--- src/rtl/attenuator_arbiter_pkg.sv ---
// -----------------------------------------------------------------------------
// attenuator_arbiter_pkg
// Shared constants and helpers for the attenuator arbiter slice.
// Holds no typedefs. The word width, requester count and latency stay module
// parameters.
//   PTR_W    : width of the round-robin pointer (covers up to 8 requesters)
//   STAT_W   : width of the per-frame grant statistics counter
//   slice_lo : low bit index of requester slice idx in a packed bus
// -----------------------------------------------------------------------------
package attenuator_arbiter_pkg;

   localparam int PTR_W  = 3;
   localparam int STAT_W = 8;

   // Low bit of requester idx within a bus made of width-bit slices
   function automatic int slice_lo(input int idx, input int width);
      return idx * width;
   endfunction

endpackage

--- src/rtl/attenuator.sv ---
// -----------------------------------------------------------------------------
// attenuator
// Saturating signed attenuator. The result is sample * att / 2^(BITSIZE-1).
// att is an unsigned Q1.(BITSIZE-1) gain: 0x8000 = 1.0 and 0x4000 = 0.5 at
// 16 bits. The result is clipped to the signed BITSIZE range. It appears LAT
// clock cycles after the operands are presented.
// Ports:
//   clk    in   clock, rising edge
//   rst    in   asynchronous active-high reset, clears the result pipeline
//   sample in   signed operand
//   att    in   unsigned attenuation factor
//   result out  signed saturated result (registered, LAT stages)
// -----------------------------------------------------------------------------
module attenuator #(
   parameter int BITSIZE = 16,
   parameter int LAT     = 1
) (
   input  logic                      clk,
   input  logic                      rst,
   input  logic signed [BITSIZE-1:0] sample,
   input  logic        [BITSIZE-1:0] att,
   output logic signed [BITSIZE-1:0] result
);

   // 2*BITSIZE+1 bits hold the full signed product of a signed and an unsigned word
   localparam int PW = 2 * BITSIZE + 1;
   localparam logic signed [PW-1:0] MAX_V = {{(PW-BITSIZE+1){1'b0}}, {(BITSIZE-1){1'b1}}};
   localparam logic signed [PW-1:0] MIN_V = {{(PW-BITSIZE+1){1'b1}}, {(BITSIZE-1){1'b0}}};

   logic signed [PW-1:0]      sample_ext_s;
   logic signed [PW-1:0]      att_ext_s;
   logic signed [PW-1:0]      prod_s;
   logic signed [PW-1:0]      scaled_s;
   logic signed [BITSIZE-1:0] sat_s;
   logic signed [BITSIZE-1:0] pipe_r [LAT];

   // Full-precision product, rescale, then clip to the output range
   always_comb begin
      sample_ext_s = $signed({{(PW-BITSIZE){sample[BITSIZE-1]}}, sample});
      att_ext_s    = $signed({{(PW-BITSIZE){1'b0}}, att});
      prod_s       = sample_ext_s * att_ext_s;
      scaled_s     = prod_s >>> (BITSIZE - 1);
      if (scaled_s > MAX_V) begin
         sat_s = MAX_V[BITSIZE-1:0];
      end else if (scaled_s < MIN_V) begin
         sat_s = MIN_V[BITSIZE-1:0];
      end else begin
         sat_s = scaled_s[BITSIZE-1:0];
      end
   end

   // Result pipeline; stage 0 registers the saturated value
   always_ff @(posedge clk or posedge rst) begin
      if (rst) begin
         for (int k = 0; k < LAT; k++) begin
            pipe_r[k] <= {BITSIZE{1'b0}};
         end
      end else begin
         pipe_r[0] <= sat_s;
         for (int k = 1; k < LAT; k++) begin
            pipe_r[k] <= pipe_r[k-1];
         end
      end
   end

   assign result = pipe_r[LAT-1];

endmodule

--- src/rtl/attenuator_arbiter.sv ---
// -----------------------------------------------------------------------------
// attenuator_arbiter
// Shares one attenuator (instance A1) among NREQ requesters. Round-robin
// arbitration issues at most one grant per cycle. A requester is masked for
// the cycle its own gnt is high. The pointer restarts at 0 on each frame
// start, which is the rising edge of lrclk. A one-hot tag travels alongside
// the attenuator pipeline, so rsp_valid marks which requester owns rsp_data.
// Optional feature: define ATTENUATOR_ARBITER_STATS_EN to count grants per
// frame. The count saturates at 255 and is latched into grant_count at each
// frame start. Without it, grant_count is 0.
// Ports:
//   bclk        in   sole clock, rising edge
//   rst         in   asynchronous active-high reset
//   lrclk       in   frame clock level, sampled on bclk
//   req         in   [NREQ]          requests, held until granted
//   op_in       in   [NREQ*BITSIZE]  signed operands, requester i at slice i
//   op_att      in   [NREQ*BITSIZE]  attenuation factors, requester i at slice i
//   gnt         out  [NREQ]          one-hot grant pulse (registered)
//   rsp_valid   out  [NREQ]          one-hot result strobe (registered)
//   rsp_data    out  [BITSIZE]       signed attenuated result
//   busy        out  any result in flight (registered)
//   overrun     out  sticky: a request was pending at a frame start
//   grant_count out  [8]             grants issued in the previous frame
// -----------------------------------------------------------------------------
module attenuator_arbiter
   import attenuator_arbiter_pkg::*;
#(
   parameter int BITSIZE = 16,
   parameter int NREQ    = 4,
   parameter int LAT     = 1
) (
   input  logic                      bclk,
   input  logic                      rst,
   input  logic                      lrclk,
   input  logic [NREQ-1:0]           req,
   input  logic [NREQ*BITSIZE-1:0]   op_in,
   input  logic [NREQ*BITSIZE-1:0]   op_att,
   output logic [NREQ-1:0]           gnt,
   output logic [NREQ-1:0]           rsp_valid,
   output logic signed [BITSIZE-1:0] rsp_data,
   output logic                      busy,
   output logic                      overrun,
   output logic [STAT_W-1:0]         grant_count
);

   logic                      lrclk_r;
   logic                      frame_start_s;
   logic [NREQ-1:0]           eligible_s;
   logic [NREQ-1:0]           grant_s;
   logic                      found_s;
   logic [PTR_W-1:0]          ptr_r;
   logic [PTR_W-1:0]          eff_ptr_s;
   logic [PTR_W-1:0]          win_s;
   logic [PTR_W-1:0]          ptr_next_s;
   logic signed [BITSIZE-1:0] sel_in_s;
   logic [BITSIZE-1:0]        sel_att_s;
   logic signed [BITSIZE-1:0] mul_in_r;
   logic [BITSIZE-1:0]        mul_att_r;
   logic [NREQ-1:0]           tag_r [LAT];
   logic                      busy_next_s;

   assign frame_start_s = lrclk & ~lrclk_r;

   // Round-robin search from the effective pointer; a frame start forces pointer 0
   always_comb begin
      eligible_s = req & ~gnt;
      eff_ptr_s  = frame_start_s ? {PTR_W{1'b0}} : ptr_r;
      found_s    = 1'b0;
      win_s      = {PTR_W{1'b0}};
      for (int k = 0; k < NREQ; k++) begin
         if (!found_s && eligible_s[(int'(eff_ptr_s) + k) % NREQ]) begin
            found_s = 1'b1;
            win_s   = PTR_W'((int'(eff_ptr_s) + k) % NREQ);
         end else begin
            found_s = found_s;
         end
      end
      if (found_s) begin
         grant_s = {{(NREQ-1){1'b0}}, 1'b1} << win_s;
      end else begin
         grant_s = {NREQ{1'b0}};
      end
      if (win_s == PTR_W'(NREQ - 1)) begin
         ptr_next_s = {PTR_W{1'b0}};
      end else begin
         ptr_next_s = win_s + {{(PTR_W-1){1'b0}}, 1'b1};
      end
      sel_in_s  = $signed(op_in[slice_lo(int'(win_s), BITSIZE) +: BITSIZE]);
      sel_att_s = op_att[slice_lo(int'(win_s), BITSIZE) +: BITSIZE];
   end

   // The next tag stages are grant_s plus every stage except the last one
   always_comb begin
      busy_next_s = |grant_s;
      for (int k = 0; k < LAT - 1; k++) begin
         busy_next_s = busy_next_s | (|tag_r[k]);
      end
   end

   // Arbiter state: frame edge detect, pointer, grant, operand capture, overrun
   always_ff @(posedge bclk or posedge rst) begin
      if (rst) begin
         lrclk_r   <= 1'b0;
         ptr_r     <= {PTR_W{1'b0}};
         gnt       <= {NREQ{1'b0}};
         mul_in_r  <= {BITSIZE{1'b0}};
         mul_att_r <= {BITSIZE{1'b0}};
         overrun   <= 1'b0;
      end else begin
         lrclk_r <= lrclk;
         gnt     <= grant_s;
         if (found_s) begin
            ptr_r     <= ptr_next_s;
            mul_in_r  <= sel_in_s;
            mul_att_r <= sel_att_s;
         end else begin
            ptr_r     <= ptr_r;
            mul_in_r  <= mul_in_r;
            mul_att_r <= mul_att_r;
         end
         // Uses req as presented, before any grant issued in this cycle
         if (frame_start_s && (|req)) begin
            overrun <= 1'b1;
         end else begin
            overrun <= overrun;
         end
      end
   end

   // Tag pipeline tracking result ownership; its exit drives rsp_valid
   always_ff @(posedge bclk or posedge rst) begin
      if (rst) begin
         for (int k = 0; k < LAT; k++) begin
            tag_r[k] <= {NREQ{1'b0}};
         end
         rsp_valid <= {NREQ{1'b0}};
         busy      <= 1'b0;
      end else begin
         tag_r[0] <= grant_s;
         for (int k = 1; k < LAT; k++) begin
            tag_r[k] <= tag_r[k-1];
         end
         rsp_valid <= tag_r[LAT-1];
         busy      <= busy_next_s;
      end
   end

   attenuator #(
      .BITSIZE (BITSIZE),
      .LAT     (LAT)
   ) A1 (
      .clk    (bclk),
      .rst    (rst),
      .sample (mul_in_r),
      .att    (mul_att_r),
      .result (rsp_data)
   );

`ifdef ATTENUATOR_ARBITER_STATS_EN
   localparam logic [STAT_W-1:0] STAT_MAX = 8'hFF;
   logic [STAT_W-1:0] frame_cnt_r;

   // Per-frame grant counter; a grant in the frame-start cycle counts toward the new frame
   always_ff @(posedge bclk or posedge rst) begin
      if (rst) begin
         frame_cnt_r <= {STAT_W{1'b0}};
         grant_count <= {STAT_W{1'b0}};
      end else if (frame_start_s) begin
         grant_count <= frame_cnt_r;
         frame_cnt_r <= found_s ? 8'd1 : 8'd0;
      end else if (found_s && (frame_cnt_r != STAT_MAX)) begin
         grant_count <= grant_count;
         frame_cnt_r <= frame_cnt_r + 8'd1;
      end else begin
         grant_count <= grant_count;
         frame_cnt_r <= frame_cnt_r;
      end
   end
`else
   assign grant_count = 8'h00;
`endif

endmodule

--- config.mk ---
export PLATFORM = sky130hd
export DESIGN_NAME = attenuator_arbiter
export DESIGN_NICKNAME = d
export VERILOG_FILES = /design/src/rtl/attenuator_arbiter_pkg.sv /design/src/rtl/attenuator.sv /design/src/rtl/attenuator_arbiter.sv
export SDC_FILE = /design/constraint.sdc
export NUM_CORES = 1
export LEC_CHECK = 0
export CORE_AREA = 2 2 150 152
export DETAILED_ROUTE_END_ITERATION = 12
export DIE_AREA = 0 0 152 154
export GPL_TIMING_DRIVEN = 0
export PLACE_DENSITY_LB_ADDON = 0.15
export SLEW_MARGIN = 20
export SYNTH_ARGS = -nofsm -noshare
export SYNTH_HDL_FRONTEND = slang
export SYNTH_SLANG_ARGS = --single-unit
--- constraint.sdc ---
create_clock -name bclk -period 7.59 [get_ports bclk]
set_input_delay 1.518 -clock bclk [delete_from_list [all_inputs] [get_ports bclk]]
set_output_delay 1.518 -clock bclk [all_outputs]
set_load 0.1 [all_outputs]
==> flow_summary.yaml, run 1 <==
outcome:
  outcome: "finished clean"
die:
  die_area_mm2: 0.0234
  core_area_mm2: 0.0217
  rows: 54
  io-pin-count: 169
  die_width_um: 152
  die_y_um: 154
  initial_core_util_pct: 57.0
logic_synthesis:
  yosysTopAreaCell: "fa_1"
  synth.most_common_cell: "inv_1"
  netlist_instances: 1339
  syn_area_per_cell_um2: 9.24
  synth-main-ff-cell: "dfrtp_1"
  synth_edf_count: 0
  ys_seq_area_share_pct: 12.3
  yosysWarnings: 0
  ys_async_sr_fraction_pct: 100
  yosys-top-cells-area: "fa_1 (31%), ha_1 (12%), dfrtp_1 (12%)"
  netlist-cell-type-count: 66
  synth-seq-cells: 61
  yosys.area.top_type_share_pct: 31.2
  synthTopCellsByCount: "inv_1 (248), fa_1 (193), nand2_1 (183), ha_1 (123), and2_1 (113)"
  netlist_area_mm2: 0.0124
timing:
  setup_violations: 0
  slew_viol_final: 0
  rsz0062_at_grt: "no"
  whs_ns: 0.429
  setup_ws_ns: 0.447
  fin_crit_ns: 7.14
  slew-limit-headroom_pct: 33.2
  final.period_utilization_pct: 94.1
  finalClockSkew_ns: 0.00960
  hold_viol: 0
  worst_slew_pin_slew_ns: 0.999
  fin_setup_tns_ns: 0
  timing.fmax_mhz: 140
place:
  routabilityCongestion: 0.982
  port_buffers: 160
  hpwl_mm: 27.9
  pre_cts_ws_ns: 0.629
grt:
  antenna_found_initial: 1
  grt_pass1_vias: 10400
  grt_pass1_wl_mm: 53.9
  grt_max_degree: 46
  grt-ovfl-total: 0
  grt_use_total_pct: 29.5
worst_setup_path:
  cp_cell_sequence: "clkbuf_1, clkbuf_1, nand2_1, fa_1, inv_1, fa_1, inv_1, fa_1, inv_1, fa_1, fa_1, inv_1, fa_1, inv_1, ha_1, a21oi_1, o21ai_0, a32oi_1, nand3_2, o21a_1, a211o_1, a31o_2, buf_6, a21oi_1"
  path_class: "reg2reg"
  crit_slowest_cell: "fa_1"
  cp-end-kind: "register"
  critPathMostFrequentCell: "fa_1"
  critPathBufInv: 8
  critPathMaxStageDelay_ns: 0.57
  crit_fanout: 10
  critPathTopFamily: "adder cells"
  start_kind: "register"
  cp.required_ns: 7.87
  cp.arrival_ns: 7.42
clocking:
  cts_hold_buf: 0
  worst_skew_pair.late_latency_ns: 0.36
  clock-sinks: 61
  post_cts_resized: 0
  numCtsBuffers: 9
  post_cts_buffers: 0
  cts_max_level: 3
  path_clk_slew_ns: 0.06
  cts_tree: "built"
  cts-root-buf: "clkbuf_16"
  cts_max_path_buffers: 2
final_layout:
  regArea_mm2: 0.00153
  postLayoutCoreUtil_pct: 67.7
  drive_gt1_share_pct: 6.96
  fill_cells: 1739
  final_nets: 1969
  multi_input_comb_area_mm2: 0.00950
  area_growth_pct: 18.7
drt:
  drt-initial-drc-count: 737
  wl_per_cell_um: 18.5
  final_antenna_net_count: 0
  dr_total_vias: 9990
  vias_per_cell: 5.54
  wl_mm: 33.5
  drc_errors: 0
  drt_first_pass_iters: 5
run:
  max_cap_viol_count: 0
min_path:
  hold_class: "reg2reg"
==> worst register-to-register path, cell delays in order, from the launching register on <==
cell and delay, ns:
dfrtp_1 0.32, clkbuf_1 0.39, clkbuf_1 0.52, nand2_1 0.16, fa_1 0.57, inv_1 0.06, fa_1 0.52, inv_1 0.06
fa_1 0.53, inv_1 0.05, fa_1 0.46, fa_1 0.49, inv_1 0.05, fa_1 0.53, inv_1 0.04, ha_1 0.37
a21oi_1 0.24, o21ai_0 0.15, a32oi_1 0.24, nand3_2 0.18, o21a_1 0.26, a211o_1 0.30, a31o_2 0.27, buf_6 0.17
a21oi_1 0.12
==> cell type report <==
cell class / count / share of cell area, %
tap: 280 / 2.39
timing repair buffer: 161 / 11.1
antenna: 1 / 0.0171
clock inverter: 7 / 0.503
multi-input combinational: 966 / 64.7
sequential: 61 / 10.4
buffer: 70 / 2.92
clock buffer: 9 / 1.53
inverter: 249 / 6.39
==> flip-flops by register name, summed over array words and instances, names as in the netlist, 2 cells and up <==
register,flops
mul_att_r,16
ptr_r,2
A1.result,16
rsp_valid,4
mul_in_r,16
tag_r,4
==> worst paths after layout <==
kind	start	endpoint	slack, ns	cells past startpoint
min in group asynchronous	rst	A1.result[12]$_DFF_PP0_	1.45	2
min reg2reg	tag_r[2]$_DFF_PP0_	rsp_valid[2]$_DFF_PP0_	0.43	0
max reg2reg	mul_in_r[7]$_DFFE_PP0P_	A1.result[9]$_DFF_PP0_	0.45	24
max in group asynchronous	rst	mul_att_r[0]$_DFFE_PP0P_	5.63	3
max	mul_in_r[7]$_DFFE_PP0P_	A1.result[9]$_DFF_PP0_	0.45	24
min	tag_r[2]$_DFF_PP0_	rsp_valid[2]$_DFF_PP0_	0.43	0
==> cells by family (layout without fill, tap and decap cells) <==
logic type	Yosys count	in the layout	synth area share, %
AO/OA/AOI/OAI	151	151	7.74
XOR/XNOR	17	17	1.20
adder cells (fa/ha/maj)	317	317	43.8
buffers and inverters	319	496	11.0
flip-flops	61	61	12.3
multiplexers	97	97	8.73
other	1	9	0.0303
AND/OR/NAND/NOR	376	376	15.1
==> per-layer routing <==
metal	vias up	GRT usage [%]	part of all wire, %	wire (um)
li1	4567	-	-	-
met3	83	4.96	6.8	2270
met2	403	49.9	51	16900
met1	4937	38.3	39	13000
met5	-	0	0	0
met4	0	11.4	3.8	1260
==> stage by stage <==
stage	cell area [um2]	cells
3_5_place_dp	14400	1787
2_1_floorplan	12400	1346
6_report	14700	1804
4_1_cts	14700	1803
3_3_place_gp	14300	1786
5_1_grt	14700	1804
==> layout by cell type (no fill, tap or decap), types with 37 or more instances in the layout <==
cell,n
inv_1,247
fa_1,193
nand2_1,183
clkdlybuf4s50_1,160
ha_1,123
and2_1,113
mux2i_1,64
dfrtp_1,61
a21oi_1,42
clkbuf_1,39
o21ai_1,37
Power of run 1 is not shown: default switching activity piles up to over one toggle a cycle in this logic, so the estimate is an artifact.
==> run 2, diff against run 1 <==
- SKIP_CTS_REPAIR_TIMING: default -> 1
==> results of run 2 <==
The final DEF is identical to that of run 1; final timing and power are the same.
Power of run 2 is left out for the same reason.
==> run 3, diff against run 2 <==
- MAX_ROUTING_LAYER: default -> met4
==> flow_summary.yaml, run 3 (synthesis gave the netlist of run 1 again) <==
outcome:
  outcome: "finished clean"
worst_setup_path:
  reg2reg_slack_ns: 0.50
  cp.arrival_ns: 7.37
  cp.required_ns: 7.87
  rr_worst_depth: 24
  cp-end-kind: "register"
  timing.rr.start: "mul_in_r[8]$_DFFE_PP0P_"
  path_class: "reg2reg"
  start_kind: "register"
  crit_fanout: 10
  r2r-end: "A1.result[9]$_DFF_PP0_"
final_layout:
  post-route-cell-area_mm2: 0.0147
  final_nets: 1969
  final_common_cell: "inv_1"
  fill_cells: 1739
  mostFrequentLayoutCells: "inv_1 (247), fa_1 (193), nand2_1 (183)"
  drive_gt1_share_pct: 6.96
  area_growth_pct: 18.7
min_path:
  timing.hold.worst_endpoint: "rsp_valid[2]$_DFF_PP0_"
  worstHoldStart: "tag_r[2]$_DFF_PP0_"
  hold_path_depth: 0
  hold_class: "reg2reg"
timing:
  fin_crit_ns: 7.09
  final.period_utilization_pct: 93.4
  worst_slew_pin_slew_ns: 0.995
  hold_viol: 0
  timing.fmax_mhz: 141
  slew_viol_final: 0
  setup_violations: 0
  fin_setup_tns_ns: 0
  slew-limit-headroom_pct: 33.5
  finalClockSkew_ns: 0.00880
  rsz0062_at_grt: "no"
grt:
  antenna_found_initial: 1
  grt_use_total_pct: 30.4
  use_met3_pct: 4.79
  grt_pass1_wl_mm: 53.9
  grt_max_degree: 46
  grt.busiest_layer: "met2"
  met2_usage_pct: 49.8
  grt_use_met1_pct: 38.5
  grt-ovfl-total: 0
  grt_pass1_vias: 10400
drt:
  drt_first_pass_iters: 7
  wl_per_cell_um: 18.6
  wl_mm: 33.5
  vias_per_cell: 5.53
  drt-initial-drc-count: 739
  final_antenna_net_count: 0
  dr_total_vias: 9979
  drc_errors: 0
die:
  die_area_mm2: 0.0234
  die_y_um: 154
  initial_core_util_pct: 57.0
  die_width_um: 152
  io-pin-count: 169
  rows: 54
  core_area_mm2: 0.0217
clocking:
  cts-root-buf: "clkbuf_16"
  cts_max_path_buffers: 2
  cts_tree: "built"
  numCtsBuffers: 9
  clock-sinks: 61
  path_clk_slew_ns: 0.06
  worst_skew_pair.late_latency_ns: 0.36
  cts_max_level: 3
place:
  hpwl_mm: 27.9
  dpl_cell_area_mm2: 0.0144
  routabilityCongestion: 1.00
  port_buffers: 160
run:
  max_cap_viol_count: 0
run 3: cell counts in the layout (fill, tap and decap cells not counted):
No cell type changed its count.
run 3: layer usage:
metal	up-vias	share of wire (%)
li1	4565	-
met1	4935	39
met2	402	50
met3	77	7.0
met4	0	3.5
met5	-	0
run 3: area by class of cell:
type / instances / area (um2) / area share (%)
Tap cell: 280 / 350 / 2.39
Inverter: 249 / 937 / 6.39
Antenna cell: 1 / 2.50 / 0.0171
Clock buffer: 9 / 225 / 1.53
Buffer: 70 / 429 / 2.92
Timing Repair Buffer: 161 / 1630 / 11.1
Multi-Input combinational cell: 966 / 9500 / 64.7
Clock inverter: 7 / 73.8 / 0.503
Sequential cell: 61 / 1530 / 10.4
run 3: worst max-delay path, stage by stage, from the launching register on:
cell	delay (ns)
dfrtp_1	0.32
clkbuf_1	0.44
clkbuf_1	0.49
nand2_1	0.15
fa_1	0.53
inv_1	0.05
fa_1	0.52
inv_1	0.06
fa_1	0.53
inv_1	0.05
fa_1	0.45
fa_1	0.49
inv_1	0.05
fa_1	0.53
inv_1	0.04
ha_1	0.37
a21oi_1	0.23
o21ai_0	0.15
a32oi_1	0.24
nand3_2	0.18
o21a_1	0.26
a211o_1	0.30
a31o_2	0.28
buf_6	0.16
a21oi_1	0.12
run 3: how the worst max path moves through the flow:
stage | from | endpoint | slack [ns]
after floorplan | mul_in_r[7]$_DFFE_PP0P_ | A1.result[9]$_DFF_PP0_ | 1.49
after global placement | mul_in_r[7]$_DFFE_PP0P_ | A1.result[9]$_DFF_PP0_ | 0.70
after detailed placement | mul_in_r[8]$_DFFE_PP0P_ | A1.result[9]$_DFF_PP0_ | 0.63
after CTS | mul_in_r[8]$_DFFE_PP0P_ | A1.result[9]$_DFF_PP0_ | 0.61
after global routing | mul_in_r[8]$_DFFE_PP0P_ | A1.result[6]$_DFF_PP0_ | 0.12
final | mul_in_r[8]$_DFFE_PP0P_ | A1.result[9]$_DFF_PP0_ | 0.50
run 3: metrics by stage:
step / utilization [%] / instances / hold WS (ns) / worst slack, ns
final: 67.7 / 1804 / 0.427 / 0.498
after global routing: 67.7 / 1804 / 0.441 / 0.120
after CTS: 67.7 / 1803 / 0.431 / 0.609
after detailed placement: 66.3 / 1787 / 0.417 / 0.629
after global placement: 66.1 / 1786 / 0.404 / 0.705
after floorplan: - / 1346 / 0.531 / 1.49
Power of run 3 is left out for the same reason.
